## src/rtl/game_flow_ctrl.sv

```systemverilog
// game_flow_ctrl: level countdown timer, level launch and score judging sequencer
// driving level_fsm and the screen phase mux.
module game_flow_ctrl #(
    parameter int         FRAMES_PER_SEC = 30,
    parameter int         LEVEL_SECONDS  = 60,
    parameter int         NUM_LEVELS     = 4,
    parameter logic [9:0] GOAL_BASE      = 10'd30,
    parameter logic [9:0] GOAL_STEP      = 10'd20
) (
    input  logic        clk,
    input  logic        resetN,
    input  logic        startOfFrame,
    input  logic        is_enter_pressed,
    input  logic        level_ended,
    input  logic [9:0]  level_score,
    output logic        start_level,
    output logic [9:0]  goal,
    output logic        timer_ended,
    output logic [6:0]  seconds_left,
    output logic [2:0]  level_num,
    output logic [11:0] total_score,
    output logic [2:0]  game_state
);
    localparam int FW = $clog2(FRAMES_PER_SEC);

    typedef enum logic [2:0] {
        TITLE     = 3'd0,
        LAUNCH    = 3'd1,
        PLAY      = 3'd2,
        WAIT_END  = 3'd3,
        RESULT    = 3'd4,
        GAME_OVER = 3'd5,
        GAME_WON  = 3'd6
    } state_t;

    state_t        state, state_d;
    logic          enter_prev, enter_edge;
    logic [FW-1:0] frame_cnt, frame_d;
    logic [9:0]    goal_d;
    logic          timer_d;
    logic [6:0]    secs_d;
    logic [2:0]    level_d;
    logic [11:0]   total_d;
    logic [12:0]   sum;

    assign game_state = state;

    always_comb begin
        enter_edge = is_enter_pressed & ~enter_prev;
        sum        = {1'b0, total_score} + {3'b0, level_score};
        state_d    = state;
        frame_d    = frame_cnt;
        goal_d     = goal;
        timer_d    = timer_ended;
        secs_d     = seconds_left;
        level_d    = level_num;
        total_d    = total_score;
        case (state)
            TITLE: if (enter_edge) begin
                level_d = 3'd1;
                goal_d  = GOAL_BASE;
                total_d = '0;
                state_d = LAUNCH;
            end
            LAUNCH: state_d = level_ended ? LAUNCH : PLAY;
            PLAY: if (startOfFrame) begin
                if (frame_cnt == FW'(FRAMES_PER_SEC - 1)) begin
                    frame_d = '0;
                    secs_d  = seconds_left - 7'd1;
                    if (seconds_left == 7'd1) begin
                        timer_d = 1'b1;
                        state_d = WAIT_END;
                    end
                end else
                    frame_d = frame_cnt + 1'b1;
            end
            WAIT_END: if (level_ended) begin
                if (level_score >= goal) begin
                    total_d = sum[12] ? 12'hFFF : sum[11:0];
                    state_d = (level_num == 3'(NUM_LEVELS)) ? GAME_WON : RESULT;
                end else
                    state_d = GAME_OVER;
            end
            RESULT: if (enter_edge) begin
                level_d = level_num + 3'd1;
                goal_d  = goal + GOAL_STEP;
                state_d = LAUNCH;
            end
            GAME_OVER: state_d = GAME_OVER;
            GAME_WON: state_d = enter_edge ? TITLE : GAME_WON;
            default: state_d = TITLE;
        endcase
        // Reload the timer on the edge entering LAUNCH so it already reads full there.
        if (state_d == LAUNCH) begin
            secs_d  = 7'(LEVEL_SECONDS);
            frame_d = '0;
            timer_d = 1'b0;
        end
    end

    always_ff @(posedge clk or negedge resetN) begin
        if (!resetN) begin
            state        <= TITLE;
            enter_prev   <= 1'b0;
            frame_cnt    <= '0;
            start_level  <= 1'b0;
            goal         <= GOAL_BASE;
            timer_ended  <= 1'b0;
            seconds_left <= 7'(LEVEL_SECONDS);
            level_num    <= 3'd1;
            total_score  <= '0;
        end else begin
            state        <= state_d;
            enter_prev   <= is_enter_pressed;
            frame_cnt    <= frame_d;
            start_level  <= (state_d == LAUNCH);
            goal         <= goal_d;
            timer_ended  <= timer_d;
            seconds_left <= secs_d;
            level_num    <= level_d;
            total_score  <= total_d;
        end
    end
endmodule

```

## config.mk

```make
export PLATFORM = sky130hd
export DESIGN_NAME = game_flow_ctrl
export DESIGN_NICKNAME = d
export VERILOG_FILES = /design/src/rtl/game_flow_ctrl.sv
export SDC_FILE = /design/constraint.sdc
export NUM_CORES = 1
export LEC_CHECK = 0
export BUFFER_PORTS_ARGS = -buffer_cell sky130_fd_sc_hd__buf_2
export CAP_MARGIN = 15
export CORE_MARGIN = 1.5
export CORE_UTILIZATION = 40
export DETAILED_ROUTE_END_ITERATION = 8
export GPL_TIMING_DRIVEN = 1
export MAX_ROUTING_LAYER = met4
export PLACE_DENSITY_LB_ADDON = 0.05
export SYNTH_ARGS = -nofsm -noshare
export SYNTH_HDL_FRONTEND = slang
export SYNTH_SLANG_ARGS = --single-unit
```

## constraint.sdc

```tcl
create_clock -name clk -period 5.1 [get_ports clk]
set_clock_uncertainty 0.15 [all_clocks]
set_input_delay 0.51 -clock clk [delete_from_list [all_inputs] [get_ports clk]]
set_output_delay 0.51 -clock clk [all_outputs]
set_load 0.005 [all_outputs]
```

==> results.sh <==
export IMPL_cts_hold_buffers=0
export IMPL_final_max_slew_violation_count=0
export IMPL_critPathRequiredTime_ns=5.16
export IMPL_synthDominantAreaCellType="dfrtp_1"
export IMPL_fin_tns_setup_ns=0
export IMPL_synth_distinct_cells=51
export IMPL_critical_path_cell_chain="ha_1 > inv_1 > fa_1 > nand2b_1 > a21oi_1 > o21ai_1 > a21oi_1 > nor2_1 > o2bb2ai_1"
export IMPL_wirelength_mm=6.06
export IMPL_critical_path_slowest_cell="a21oi_1"
export IMPL_die_area_um2=7310
export IMPL_synthesis_area_um2=2720
export IMPL_critPathMostFrequentCell="a21oi_1"
export IMPL_ctsLongestPathBuffers=2
export IMPL_tritoncts_clock_tree="built"
export IMPL_critPathCaptureType="flop"
export IMPL_detail_route_iter0_violations=118
export IMPL_pre_cts_slack_ns=2.12
export IMPL_floorplan_initialDensity=0.422
export IMPL_fin_nets=387
export IMPL_synth_sequential_area_ratio=0.390
export IMPL_synth_simple_area_share=0.187
export IMPL_total_via_count_after_detailed_routing=2289
export IMPL_largest_family_of_logic_cells_by_synthesized_area="compound AO/OA/AOI/OAI gates"
export IMPL_failed_checks="design-rule violations"
export IMPL_maxClockFrequency_mhz=360
export IMPL_synth_top_cell_area_share=0.303
export IMPL_cts_root_buffer="clkbuf_8"
export IMPL_synthesized_area_divided_by_synthesized_cell_count_um2=9.14
export IMPL_detail_route_vias_per_cell=5.41
export IMPL_clock_insertion_delay_worst_skew_ns=0.29
export IMPL_critical_path_max_stage_delay_ns=0.57
export IMPL_cts_buffers_inserted=5
export IMPL_irDropWorstVdd_uv=160
export IMPL_drv_max_cap_violation_count=0
export IMPL_timing_final_hold_violations=0
export IMPL_synth_async_sr_flop_share=1.00
export IMPL_antenna_violations_before_repair=0
export IMPL_syn_to_final_growth_pct=14.6
export IMPL_grt_max_degree=43
export IMPL_timing_final_crit_share=0.544
export IMPL_highest_layer="met4"
export IMPL_synthesis_nets=340
export IMPL_htree_levels=2
export IMPL_power_total_uw=1330
export IMPL_postSynthRegisterBits=42
export IMPL_cp_max_fo=8
export IMPL_finalCoreUtilization=0.483
export IMPL_hold_path_class="input port to flop"
export IMPL_synth_enable_flop_cells=0
export IMPL_synth_xor_area_share=0.0354
export IMPL_drive_gt1_frac=0.211
export IMPL_fin_area_um2=3120
export IMPL_synthCells=298
export IMPL_via_count_of_the_first_global_routing_pass=2250
export IMPL_final_period_minus_worst_setup_slack_ns=2.78
export IMPL_chipWidth_um=85.5
export IMPL_gr_total_overflow=0
export IMPL_rsz_0062_raised_after_global_routing="false"
export IMPL_wl_per_cell_um=14.3
export IMPL_core_area_um2=6460
export IMPL_num_antenna_cells=0
export IMPL_standby_leakage_power_uw=0.00147
export IMPL_synth_mux_area_frac=0.0147
export IMPL_die_height_um=85.5
export IMPL_cts_num_sinks=42
export IMPL_n_fill_cell=647
export IMPL_synth_adder_area_share=0.127
export IMPL_worst_slew_margin_rel=0.356
export IMPL_final_antenna_net_count=0
export IMPL_synth_compound_area_share=0.190
export IMPL_dpl_cell_area_um2=3010
export IMPL_post_synth_main_area_contributors="dfrtp_1 30%, ha_1 12%, dfstp_2 8.7%"
export IMPL_cts_resized=0
export IMPL_dp_hpwl_mm=4.53
export IMPL_clkSlewWorstSetupHoldPaths_ns=0.08
export IMPL_number_of_placement_rows=29
export IMPL_met3_wirelength_um=254
export IMPL_first_pass_grt_wire_length_mm=10.8
export IMPL_critical_path_startpoint_type="flop"
export IMPL_postLayoutSetupSlackWorst_ns=2.32
export IMPL_report_final_setup_viol=0
export IMPL_buffer_ports_inserted=50
export IMPL_cts_setup_buffers=0
export IMPL_path_class="flop to flop"
export IMPL_power_density_cell_area_nw_per_um2=427
export IMPL_routability_driven_placement_congestion_ratio=0.820
export IMPL_timing_critical_path_arrival_ns=2.83
export IMPL_drt_pass1_iter_count=6
export IMPL_globalRouteTotalUtil=0.188
export IMPL_met2_routed_length_mm=2.58
export IMPL_top_level_ports=52
export IMPL_ys_warn_count=0
export IMPL_wl_met1_mm=3.14
export IMPL_transition_time_of_the_tightest_slew_check_pin_ns=0.966
export IMPL_synthFlopType="dfrtp_1"
export IMPL_drc_errors_left=2
export IMPL_run_status="finished, violations left"
[critical path, delay by kind of cell, from the launching register on]
family | cells | cell delay, ns
adders and majority gates | 2 | 0.56
buffers and inverters | 1 | 0.06
AOI/OAI and AO/OA | 4 | 1.21
DFF | 1 | 0.38
and+or+nand+nor | 2 | 0.32
[routing by layer]
layer	GRT usage	up-vias
met1	0.275	1080
met4	0.0543	0
met5	-	-
li1	-	1152
met3	0.0327	8
met2	0.268	49
[synth_stat cells (2+ instances only)]
cell	n
buf_6	2
a211oi_1	2
and3_1	3
nand3_1	14
clkbuf_1	6
dfrtp_1	33
nand2_1	26
nor4_1	2
mux2i_1	4
o2bb2ai_1	8
o211ai_1	7
a21oi_1	21
nor2_1	21
o21ai_0	25
a22o_1	3
xnor2_1	6
nand4b_1	2
dfstp_2	9
and2_1	2
o21a_1	2
inv_1	22
nand2b_1	9
nor3_1	5
ha_1	26
xor2_1	5
and4_1	2
or3_1	7
[logic make-up after synthesis]
| group | Yosys count |
|---|---|
| simple gates | 99 |
| compound gates | 80 |
| flops | 42 |
| buf+inv | 34 |
| fa+ha+maj | 27 |
| xor+xnor | 11 |
| mux | 4 |
| other cells | 1 |
[flip-flops by register name, indices dropped and copies added, names as in the netlist, 3 cells and up]
signal and cells:
goal 9, game_state 3, frame_cnt 5, seconds_left 7, total_score 12, level_num 3
[metrics by stage]
stage / hold slack, ns / cells
finish: 0.184 / 423
global route: 0.167 / 423
floorplan: 0.0644 / 298
CTS: 0.169 / 423
detailed placement: 0.340 / 415
global placement: 0.339 / 415
[layout make-up]
cell class	instances	area [µm²]	area share
Clock buffer	7	76.3	0.0245
Clock inverter	1	30.0	0.00962
Inverter	23	86.3	0.0277
Multi-Input combinational cell	222	1510	0.484
Sequential cell	42	1060	0.340
Tap cell	77	96.3	0.0309
Timing Repair Buffer	51	258	0.0826
[placed cells by master, fill, tap and decap left out, drive strengths merged, types with 4 or more instances in the layout]
cell	netlist	final
a21oi	21	21
and3	4	4
buf	4	51
clkbuf	7	7
dfrtp	33	33
dfstp	9	9
ha	26	26
inv	23	23
mux2i	4	4
nand2	26	26
nand2b	9	9
nand3	14	14
nor2	21	21
nor3	5	5
o211ai	7	7
o21ai	26	26
o2bb2ai	8	8
or3	8	8
xnor2	6	6
xor2	5	5
[power breakdown]
part	total [µW]	internal [µW]	switching (µW)
Combinational	556	251	305
Sequential	518	423	94.6
Clock	260	147	114
[final timing paths]
path,endpoint,cells after the start,from,slack [ns]
max,total_score[5],9,total_score[0],2.32
min,enter_prev,1,is_enter_pressed,0.18
max reg2reg,total_score[5],9,total_score[0],2.32
min reg2reg,goal[1],2,goal[1],0.35
max in group asynchronous,total_score[6],1,resetN,3.98
min in group asynchronous,goal[8],1,resetN,0.21
Note: power is estimated with default switching activity, not from simulation.
